--- src/rtl/alu_serial_wide.sv ---
// Serial-framed ALU: collects B/A operand bytes and a command over sin, returns
// the result bytes, flags and CRC3 (or a one-hot error packet) over sout.
module alu_serial_wide #(
    parameter int N_BYTES = 4
) (
    input  logic clk,
    input  logic rst,
    input  logic sin,
    output logic sout,
    output logic busy
);
    localparam int W       = 8 * N_BYTES;
    localparam int N_DATA  = 2 * N_BYTES;
    localparam int FRAME_W = 11 * (N_BYTES + 1);
    localparam int CNT_W   = $clog2(N_DATA + 1);
    localparam int TXC_W   = $clog2(FRAME_W);

    typedef enum logic [2:0] {IDLE, RX_BITS, CHECK, EXEC, ERR_TX, TX, RESYNC} state_t;

    state_t             state_q, state_d;
    logic [3:0]         rx_cnt;
    logic               rx_type;
    logic [6:0]         rx_payload;
    logic [2*W-1:0]     opnd;
    logic [CNT_W-1:0]   pkt_cnt;
    logic [3:0]         crc4;
    logic               err_data, bad_stop;
    logic [2:0]         err_code;
    logic [FRAME_W-1:0] tx_sr;
    logic [TXC_W-1:0]   tx_left;

    logic               stop_bad, cnt_full, pkt_err;
    logic [2:0]         op, err_next;
    logic               op_ok;
    logic [W-1:0]       b_op, a_op, res;
    logic [W:0]         sum, dif;
    logic               cy, ov;
    logic [3:0]         flags;
    logic [2:0]         crc3;
    logic [FRAME_W-1:0] frame;
    logic [10:0]        err_pkt;

    function automatic logic [3:0] crc4_step(input logic [3:0] c, input logic d);
        logic fb;
        fb = c[3] ^ d;
        return {c[2], c[1], c[0] ^ fb, fb};
    endfunction

    function automatic logic [2:0] crc3_step(input logic [2:0] c, input logic d);
        logic fb;
        fb = c[2] ^ d;
        return {c[1], c[0] ^ fb, fb};
    endfunction

    // Decisions taken on the stop-bit cycle of a received packet.
    assign stop_bad = !sin;
    assign cnt_full = (pkt_cnt == CNT_W'(N_DATA));
    assign pkt_err  = stop_bad || (rx_type ? !cnt_full : cnt_full);
    assign op       = rx_payload[6:4];

    // NOTE: every combinational output gets a default before the case so no latch is inferred.
    always_comb begin
        b_op  = opnd[2*W-1:W];
        a_op  = opnd[W-1:0];
        sum   = {1'b0, b_op} + {1'b0, a_op};
        dif   = {1'b0, b_op} - {1'b0, a_op};
        res   = '0;
        cy    = 1'b0;
        ov    = 1'b0;
        op_ok = 1'b1;
        case (op)
            3'b000: res = b_op & a_op;
            3'b001: res = b_op | a_op;
            3'b010: res = b_op ^ a_op;
            3'b100: begin
                res = sum[W-1:0];
                cy  = sum[W];
                ov  = (b_op[W-1] == a_op[W-1]) && (res[W-1] != b_op[W-1]);
            end
            3'b101: begin
                res = dif[W-1:0];
                cy  = dif[W];
                ov  = (b_op[W-1] != a_op[W-1]) && (res[W-1] != b_op[W-1]);
            end
            default: op_ok = 1'b0;
        endcase
        flags = {cy, ov, res == '0, res[W-1]};

        crc3 = '0;
        for (int i = W - 1; i >= 0; i--) crc3 = crc3_step(crc3, res[i]);
        crc3 = crc3_step(crc3, 1'b0);
        for (int i = 3; i >= 0; i--) crc3 = crc3_step(crc3, flags[i]);

        frame = '1;
        for (int i = 0; i < N_BYTES; i++)
            frame[FRAME_W-1-11*i -: 11] = {2'b00, res[W-1-8*i -: 8], 1'b1};
        frame[10:0] = {2'b01, 1'b0, flags, crc3, 1'b1};

        if (err_data)                 err_next = 3'b100;
        else if (crc4 != rx_payload[3:0]) err_next = 3'b010;
        else if (!op_ok)              err_next = 3'b001;
        else                          err_next = 3'b000;

        err_pkt = {2'b01, 1'b1, err_code, err_code, ^{1'b1, err_code, err_code}, 1'b1};
    end

    always_comb begin
        state_d = state_q;
        case (state_q)
            IDLE:        if (!sin) state_d = RX_BITS;
            RX_BITS:     if (rx_cnt == 4'd9) state_d = (pkt_err || rx_type) ? CHECK : IDLE;
            CHECK:       state_d = (err_next != 3'b000) ? ERR_TX : EXEC;
            EXEC, ERR_TX: state_d = TX;
            TX:          if (tx_left == '0) state_d = bad_stop ? RESYNC : IDLE;
            RESYNC:      if (sin) state_d = IDLE;
            default:     state_d = IDLE;
        endcase
    end

    assign busy = (state_q == CHECK) || (state_q == EXEC) || (state_q == ERR_TX) || (state_q == TX);

    // NOTE: sequential state uses non-blocking assignments so every register samples pre-edge values.
    always_ff @(posedge clk) begin
        if (rst) begin
            state_q    <= IDLE;
            rx_cnt     <= '0;
            rx_type    <= 1'b0;
            rx_payload <= '0;
            opnd       <= '0;
            pkt_cnt    <= '0;
            crc4       <= '0;
            err_data   <= 1'b0;
            bad_stop   <= 1'b0;
            err_code   <= '0;
            tx_sr      <= '1;
            tx_left    <= '0;
            sout       <= 1'b1;
        end else begin
            state_q <= state_d;
            case (state_q)
                IDLE: rx_cnt <= '0;
                RX_BITS: begin
                    rx_cnt <= rx_cnt + 4'd1;
                    if (rx_cnt == 4'd0) begin
                        rx_type <= sin;
                    end else if (rx_cnt <= 4'd8) begin
                        rx_payload <= {rx_payload[5:0], sin};
                        if (!rx_type) opnd <= {opnd[2*W-2:0], sin};
                        // The CTL reserved bit position stands in for the constant 1 in the CRC4 string.
                        if (!rx_type || rx_cnt <= 4'd4)
                            crc4 <= crc4_step(crc4, (rx_type && rx_cnt == 4'd1) ? 1'b1 : sin);
                    end else if (pkt_err) begin
                        err_data <= 1'b1;
                        bad_stop <= stop_bad;
                    end else if (!rx_type) begin
                        pkt_cnt <= pkt_cnt + CNT_W'(1);
                    end
                end
                CHECK: err_code <= err_next;
                EXEC: begin
                    sout    <= frame[FRAME_W-1];
                    tx_sr   <= {frame[FRAME_W-2:0], 1'b1};
                    tx_left <= TXC_W'(FRAME_W - 1);
                end
                ERR_TX: begin
                    sout    <= err_pkt[10];
                    tx_sr   <= {err_pkt[9:0], {(FRAME_W - 10){1'b1}}};
                    tx_left <= TXC_W'(10);
                end
                TX: begin
                    if (tx_left == '0) begin
                        sout     <= 1'b1;
                        opnd     <= '0;
                        pkt_cnt  <= '0;
                        crc4     <= '0;
                        err_data <= 1'b0;
                        bad_stop <= 1'b0;
                    end else begin
                        sout    <= tx_sr[FRAME_W-1];
                        tx_sr   <= {tx_sr[FRAME_W-2:0], 1'b1};
                        tx_left <= tx_left - TXC_W'(1);
                    end
                end
                default: ;
            endcase
        end
    end
endmodule

--- config.mk ---
export PLATFORM = sky130hd
export DESIGN_NAME = alu_serial_wide
export DESIGN_NICKNAME = d
export VERILOG_FILES = /design/src/rtl/alu_serial_wide.sv
export SDC_FILE = /design/constraint.sdc
export NUM_CORES = 1
export LEC_CHECK = 0
export CAP_MARGIN = 10
export CORE_ASPECT_RATIO = 1.75
export CORE_MARGIN = 2
export CORE_UTILIZATION = 30
export DETAILED_ROUTE_END_ITERATION = 12
export PLACE_DENSITY = 0.53
export SLEW_MARGIN = 20
export SYNTH_ARGS = -nofsm -noshare
export SYNTH_HDL_FRONTEND = slang
export SYNTH_SLANG_ARGS = --single-unit
--- constraint.sdc ---
create_clock -name clk -period 10.4 [get_ports clk]
set_input_delay 1.56 -clock clk [delete_from_list [all_inputs] [get_ports clk]]
set_output_delay 1.56 -clock clk [all_outputs]
set_load 0.02 [all_outputs]
==> summary.md, run 1 <==
The run finished with clean final reports. The fraction of synthesis flops using an asynchronous set or reset pin came out at 0. The cell-internal power is 988 µW. The clock transition time at the flip-flop clock pins of the worst setup and hold paths was 0.07 ns. The final route contains 11700 vias. The logs give 0.479 for the clock network fraction of design power and 2142 for the final non-filler cell total. The number of setup buffers added after CTS is 0. For the pin with the worst max-slew slack, the measured transition is 1.05 ns. The logs give 12300 µm² for the post-synth design cell area and 17 for the number of CTS-inserted buffers.

The remaining antenna violation count is 0, and the vias per cell is 5.45. By area, the combinational part of the netlist is dominated by compound AO/OA/AOI/OAI gates. The post-synthesis share of cell area spent on xor and xnor gates was 0.0568. Entering global routing, the biggest net connects 91 pins. The number of gates resized after CTS was 0. Synthesis instantiated 70 different standard cells from the library. The tools report the register-to-register path setup slack as 4.26 ns.

The slowest stage of the critical path belongs to the cell sky130_fd_sc_hd__a211oi_1. Number of placed I/O pins: 5. Dividing the detail-routed wire length by the instance count gives 18.3 µm.

The tools report the worst setup path endpoint as tx_sr[3]$_SDFFE_PP1P_. In this run the static leakage power is 0.00473 µW. The endpoint arrival time on the critical path was 6.53 ns; the largest stage delay on the critical path was 0.76 ns. Traced cell by cell, the critical path runs through ha_1 -> fa_1 -> a21oi_1 -> o311ai_0 -> a211oi_1 -> a211oi_1 -> o31ai_1 -> o21ai_0 -> a21o_1 -> a211oi_1 -> a21o_1 -> xnor2_1 -> a21oi_1 -> ha_1 -> o2111ai_1 -> nor2_1 -> nand4_1 -> nor4_1 -> nand4_1 -> or4_4 -> xor3_1 -> a21oi_1. Counting both buffers and inverters, the worst setup path holds a total of 0. In this run, synthesis produced a sequential element count of 152.

Starting DRC count in detailed routing: 608. The first global-routing pass estimated 62500 µm of wire. For the total nets after synthesis, the log shows 1779.

The post-route clock period utilization is 0.590. The clock tree synthesis step divided the H-tree into 4 levels. The max-slew violation count is 0.

The number of rows in the core area was 98; the number of logic stages on the critical path including buffering was 22. From left edge to right edge, the die measures 157 µm. In the post-synthesis netlist, the biggest area contributors are sky130_fd_sc_hd__dfxtp_1 25%, sky130_fd_sc_hd__ha_1 12%, sky130_fd_sc_hd__a21oi_1 7.3%. The multiplexer fraction of the synthesized cell area was 0.0369; the total length of routed wires was 39200 µm. The startpoint type of the worst setup path is a register. The initial antenna violation count was 0. The largest total area in the synthesized netlist belongs to sky130_fd_sc_hd__dfxtp_1.

The critical path is of the register to register type. For the via count of the first global-routing pass, the log shows 11600. The tools report the final-report hold violation count as 0. The run gives 0 as the number of max-capacitance violations reported.

The net switching fraction of the power is 0.286, and the worst endpoint required time is 10.79 ns. The worst register-to-register path begins at opnd[0]$_SDFFE_PP0P_. The tools report the clock latency at the later pin of the worst-skew pair as 0.46 ns. TritonCTS built the clock tree. The logs give 0 for the number of synthesis warnings and 0.302 for the initial core utilization.

Timing would allow up to 163 MHz. The relative slew slack is 0.301. The global route total overflow is 0. The number of antenna diodes in the final layout is 0. Setup repair after global routing left no endpoint under its margin. The smallest clock period supported by the final layout is computed as 6.14 ns. The endpoint identified for the worst register-to-register timing path is tx_sr[3]$_SDFFE_PP1P_. The final cell utilization of the core came out at 0.328.

The most common cell in the synthesized netlist was sky130_fd_sc_hd__a21oi_1. The pre-CTS setup slack came out at 4.34 ns. The path type of the worst min-delay path is register to register. The number of buffers inserted by port buffering is 4.

The tools report the clock root buffer as sky130_fd_sc_hd__clkbuf_16. The pre-antenna-repair detailed-routing pass consisted of 7 iterations. The tools report the number of cells in the design after placement as 2110.

The commonest cells after synthesis are 179 x sky130_fd_sc_hd__a21oi_1, 161 x sky130_fd_sc_hd__nand2_1, 152 x sky130_fd_sc_hd__dfxtp_1. The tools report the number of clock sinks as 152. The die covers 42500 µm². Simple logic cell fraction of the synthesized area: 0.198. Broken down by cell family, the worst path's largest delay share belongs to compound AO/OA/AOI/OAI gates.

For this design, the CTS-stage hold fixing added 0 buffers. The sequential cell area fraction in the yosys report was 0.248. The total power divided by cell area was 104 nW/µm².

The worst-case IR drop observed on VDD is 0.118 mV. The share of the synthesized area in the top cell type is 0.248, and the vertical extent of the die is 271 µm. The clock passes through at most 2 buffers. The tools report the combinational cell fraction of total power as 0.088.

Number of enable-type register cells in the synthesized netlist: 0. STA classifies the critical path endpoint as a register. The tools report the minimum setup slack in the final design as 4.26 ns. The all-layer global routing usage is 0.185. The prevailing post-synth register cell is sky130_fd_sc_hd__dfxtp_1. The run gives 0.0139 ns as the worst clock skew. The total negative slack is 0 ns, and the mean post-synth cell area is 7.39 µm². For the share of power burned in registers, the log shows 0.433.

In this run the worst path has a maximum fanout of 5. Setup violations remaining at the end of the flow were counted as 0. The filler cells instantiated in the layout total 4334.

At the end of routability-driven placement, the weighted congestion stood at 0.964. The switching component of the power came out at 397 µW. At the end of the flow, the number of nets in the layout was 1701. The worst reg2reg path depth was 22. The timing startpoint of the critical path was opnd[0]$_SDFFE_PP0P_. The area of the multi-input gates came out at 8370 µm².

In the synthesized netlist, the number of instances is 1657. The fraction of the mapped netlist area in compound gates was 0.266; the share of synthesized cell area in full adder, half adder and majority cells was 0.123. The ratio of cells with drive above 1 in the final layout came out at 0.0452. The core region is 40600 µm². The run gives 0 as the total DRC errors in the routed layout. After layout, the design draws a total of 1390 µW. For the placed wire-length estimate after detailed placement, the log shows 28100 µm. Compared with the post-synthesis result, the final layout area differs by 8.56%. The tools report the storage element area as 3050 µm².
stage by stage:
| stage | cell area (µm²) | hold slack (ns) |
|---|---|---|
| after floorplan | 12300 | 0.429 |
| after global placement | 12700 | 0.435 |
| after detailed placement | 12700 | 0.444 |
| after CTS | 13300 | 0.459 |
| after global routing | 13300 | 0.475 |
| final | 13300 | 0.457 |
metal layers:
| layer | track usage | wire length, µm | up-vias |
|---|---|---|---|
| li1 | - | - | 5698 |
| met1 | 0.191 | 14900 | 5563 |
| met2 | 0.348 | 20900 | 285 |
| met3 | 0.0223 | 1050 | 127 |
| met4 | 0.115 | 2370 | 0 |
| met5 | 0 | 0 | - |
placed cells by master (no fill, tap or decap), drive strengths merged, types with 14 or more instances in the layout:
master    n
a21oi   179
nand2   162
dfxtp   152
nor2    136
ha      117
inv     117
o21ai   100
nand3    92
xnor2    56
mux2i    44
a211oi   41
a211o    39
nor3     26
o22ai    25
o22a     23
buf      19
nand2b   18
or3      17
clkbuf   17
nor2b    16
nand3b   14
worst reg2reg max path, delay by kind of cell (launching register included):
kind / cells / cell delay [ns]
AO/OA/AOI/OAI: 12 / 3.21
AND/OR/NAND/NOR: 5 / 1.13
adder cells (fa/ha/maj): 3 / 0.94
XOR/XNOR: 2 / 0.44
flip-flops: 1 / 0.35
layout make-up:
cell class                      count  area share
Inverter                          110      0.0310
Multi-Input combinational cell   1276       0.630
Clock buffer                       17      0.0320
Timing Repair Buffer               22      0.0130
Tap cell                          550      0.0517
Sequential cell                   152       0.229
Clock inverter                     15      0.0136
how the worst min path moves through the flow:
| stage | startpoint | endpoint | slack (ns) | cells past startpoint |
|---|---|---|---|---|
| after floorplan | tx_sr[26]$_SDFFE_PP1P_ | tx_sr[26]$_SDFFE_PP1P_ | 0.43 | 1 |
| after global routing | tx_sr[41]$_SDFFE_PP1P_ | tx_sr[41]$_SDFFE_PP1P_ | 0.48 | 1 |
| final | tx_sr[42]$_SDFFE_PP1P_ | tx_sr[42]$_SDFFE_PP1P_ | 0.46 | 1 |
| after CTS | tx_sr[42]$_SDFFE_PP1P_ | tx_sr[42]$_SDFFE_PP1P_ | 0.46 | 1 |
| after global placement | tx_sr[29]$_SDFFE_PP1P_ | tx_sr[29]$_SDFFE_PP1P_ | 0.44 | 1 |
| after detailed placement | tx_sr[42]$_SDFFE_PP1P_ | tx_sr[42]$_SDFFE_PP1P_ | 0.44 | 1 |
cell families after synthesis:
logic type,after synthesis
compound gates,514
xor+xnor,73
fa+ha+maj,119
buf+inv,229
flops,152
mux,45
simple gates,525
power by group through the flow:
stage / Clock [µW] / Combinational [µW] / Sequential, µW
finish: 664 / 122 / 599
global route: 703 / 134 / 600
CTS: 680 / 123 / 599
detailed placement: 0 / 123 / 613
global placement: 0 / 121 / 612
floorplan: 0 / 87.2 / 610
flip-flops by register name, indices dropped and copies added (netlist names):
signal      count
bad_stop        1
crc4            4
err_code        3
err_data        1
opnd           64
pkt_cnt         4
rx_cnt          4
rx_payload      7
rx_type         1
sout            1
state_q         3
tx_left         6
tx_sr          53
No activity file was read; power rests on OpenSTA's default activity.
==> run 2, diff against run 1 <==
- clock period: 10.4 -> 6.3 ns (I/O delays scaled with it)
==> run 2 against run 1 <==
Die area stayed put. Core utilization is 0.12 points higher. Combinational power is 67% higher. Clock power is 50% higher. Critical path type unchanged. Clock skew is 0.0024 ns lower. Cell count is 0.61% higher.
==> summary.md, run 2 (same netlist as run 1, synthesis figures left out) <==
The run finished with clean final reports. The dominant cell type by count on the critical path is sky130_fd_sc_hd__a21oi_1. The logs give 0.45 ns (about the same) for the clock latency at the later pin of the worst-skew pair and 0.188 (+0.00254) for the all-layer global routing usage. The tools report the endpoint arrival time on the critical path as 6.11 ns (-0.42 ns). The tools report the via count of the first global-routing pass as 11500 (-0.76%). The placed wire-length estimate after detailed placement is 28800 µm (+2.2%), and the pin count of the biggest net entering global routing is 89 (-2.2%). The remaining antenna violation count was 0 (unchanged); the worst endpoint required time was 6.68 ns (-4.11 ns). The library cells used most frequently in the layout, excluding fill and tap cells, are 179 x sky130_fd_sc_hd__a21oi_1, 160 x sky130_fd_sc_hd__nand2_1, 150 x sky130_fd_sc_hd__dfxtp_1.

The initial core utilization was 0.302 (unchanged); the maximum level of the CTS H-tree was 4 (unchanged). Largest fanout on the critical path: 5 (unchanged). The slew at the pin closest to its max-slew limit is 1.06 ns (+0.00923 ns). The critical path in this run is classified as register to register. The ratio of cells with drive above 1 in the final layout was 0.0523 (+0.00711). In the final layout, the registers with the most flip-flops are opnd: 64 flops, tx_sr: 53 flops, rx_payload: 7 flops. More flip-flops sit in one register than any other, and that register is opnd.

For the number of rows in the core area, the log shows 98 (unchanged). The number of buffers inserted by port buffering was 4 (unchanged); the vias per cell was 5.43 (-0.30%). The post-route clock period utilization came out at 0.910 (+0.320). X dimension of the die: 157 µm (unchanged). The tools report the number of placed I/O pins as 5 (unchanged).

Max-slew violation count: 0 (unchanged). The clock transition time at the flip-flop clock pins of the worst setup and hold paths was 0.06 ns (about the same); the final number of setup-violating endpoints was 0 (unchanged). The shortest clock period the worst path allows after layout was 5.73 ns (-0.402 ns); the number of vias in the routed layout was 11700 (+0.31%).

The tools report the startpoint type of the worst setup path as a register. The number of max-capacitance violations reported is 0 (unchanged), and the growth of design area from synthesis to finish is 8.97%. The tools report the area of the core as 40600 µm² (unchanged). The post-layout net count was 1714 (+0.76%). The total negative slack was 0 ns (unchanged); the largest stage delay on the critical path was 0.53 ns (-0.23 ns). The number of flip-flops under the largest register name is 64 (unchanged), and the total leakage power is 0.00477 µW (+0.87%). The per-cell routed wire length came out at 18.4 µm (+0.61%). The logs give 2 (unchanged) for the maximum number of buffers from clock root to sink and 0.188 mV (+59%) for the maximum ir drop on the vdd rail.

The path type of the worst min-delay path is register to register. The total length of routed wires is 39700 µm (+1.2%), and the detailed-routing iteration count for the pre-antenna-repair pass is 8 (+1). The logs give 0 (unchanged) for the global route total overflow and 174 MHz (+7.0%) for the maximum clock rate.

The floorplan die area came out at 42500 µm² (unchanged). The diode insertion count for antenna repair is 0 (unchanged), and the starting DRC count in detailed routing is 667 (+9.7%). The type of element capturing the critical path is a register.

For the number of filler cells placed in the layout, the log shows 4365 (+0.72%). Most common cell after layout, fill and taps aside: sky130_fd_sc_hd__a21oi_1. TritonCTS built the clock tree. Traced cell by cell, the critical path runs through ha_1 -> fa_1 -> a21oi_1 -> o311ai_0 -> buf_4 -> a211oi_2 -> a211oi_1 -> o31ai_1 -> o21ai_0 -> a21o_1 -> a211oi_1 -> a21o_1 -> xnor2_1 -> a21oi_1 -> ha_1 -> o2111ai_1 -> nor2_1 -> nand4_1 -> nor4_1 -> nand4_1 -> or4_4 -> xor3_1 -> a21oi_1. The logs give 17 (unchanged) for the number of CTS-inserted buffers and 63000 µm (+0.73%) for the wire length of the first global-routing pass.

The master of the slowest instance on the critical path is sky130_fd_sc_hd__or4_4. Setup repair after global routing left no endpoint under its margin. The run gives 0 (unchanged) as the total DRC errors in the routed layout. The vertical extent of the die was 271 µm (unchanged); the routability congestion estimate from global placement was 0.954 (-1.1%).

The final hold slack was 0.456 ns (-0.000775 ns); the initial antenna violation count was 0 (unchanged). The total power divided by cell area is 164 nW/µm² (+57%). The tree is rooted in a sky130_fd_sc_hd__clkbuf_16. Relative slew slack: 0.295 (-0.00615). The final-report hold violation count is 0 (unchanged). The number of clock sinks was 152 (unchanged). The worst clock skew was 0.0116 ns (-0.00236 ns); the number of setup buffers added after CTS was 0 (unchanged).
run 2: metal layers:
layer	up-vias	GRT usage	wire [µm]
li1	5738	-	-
met1	5612	0.192	15000
met2	254	0.359	21300
met3	105	0.0212	1010
met4	0	0.110	2340
met5	-	0	0
run 2: through the flow:
stage	area [µm²]	util	power, µW	cells	setup slack, ns
global placement	12800	0.315	1210	2123	0.470
detailed placement	12800	0.315	1220	2123	0.358
CTS	13300	0.329	2220	2155	0.307
finish	13300	0.329	2190	2155	0.567
global route	13300	0.329	2270	2155	0.210
floorplan	12300	-	1150	1657	1.38
run 2: layout make-up:
class                      count  area (µm²)  share of cell area
clock buffer                  20         447              0.0335
clock inverter                12         108             0.00806
inverter                     110         413              0.0309
multi-input combinational   1276        8380               0.628
sequential                   152        3050               0.228
tap                          550         688              0.0516
timing repair buffer          35         270              0.0202
run 2: critical path, delay by kind of cell, from the launching register on:
kind / cells / cell delay [ns]
buffers and inverters: 1 / 0.19
and+or+nand+nor: 5 / 1.16
adders and majority gates: 3 / 0.94
AOI/OAI and AO/OA: 12 / 2.58
DFF: 1 / 0.35
xor gates and xnor gates: 2 / 0.44
run 2: final timing paths:
path	startpoint	end	slack (ns)	cells after the start
max reg2reg	opnd[0]$_SDFFE_PP0P_	tx_sr[3]$_SDFFE_PP1P_	0.57	23
max	opnd[0]$_SDFFE_PP0P_	tx_sr[3]$_SDFFE_PP1P_	0.57	23
min reg2reg	tx_sr[8]$_SDFFE_PP1P_	tx_sr[8]$_SDFFE_PP1P_	0.46	1
min	tx_sr[8]$_SDFFE_PP1P_	tx_sr[8]$_SDFFE_PP1P_	0.46	1
run 2: power by group:
| part | switching, µW | internal (µW) | leakage [µW] |
|---|---|---|---|
| logic | 148 | 56.3 | 0.00327 |
| registers | 13.4 | 976 | 0.00123 |
| clock network | 466 | 527 | 0.000272 |
run 2: what timing repair did:
action                                  4_1_cts  5_1_grt
endpoints found under the setup margin        0        1
hold buffers                                  0        0
gates resized for setup                       0        1
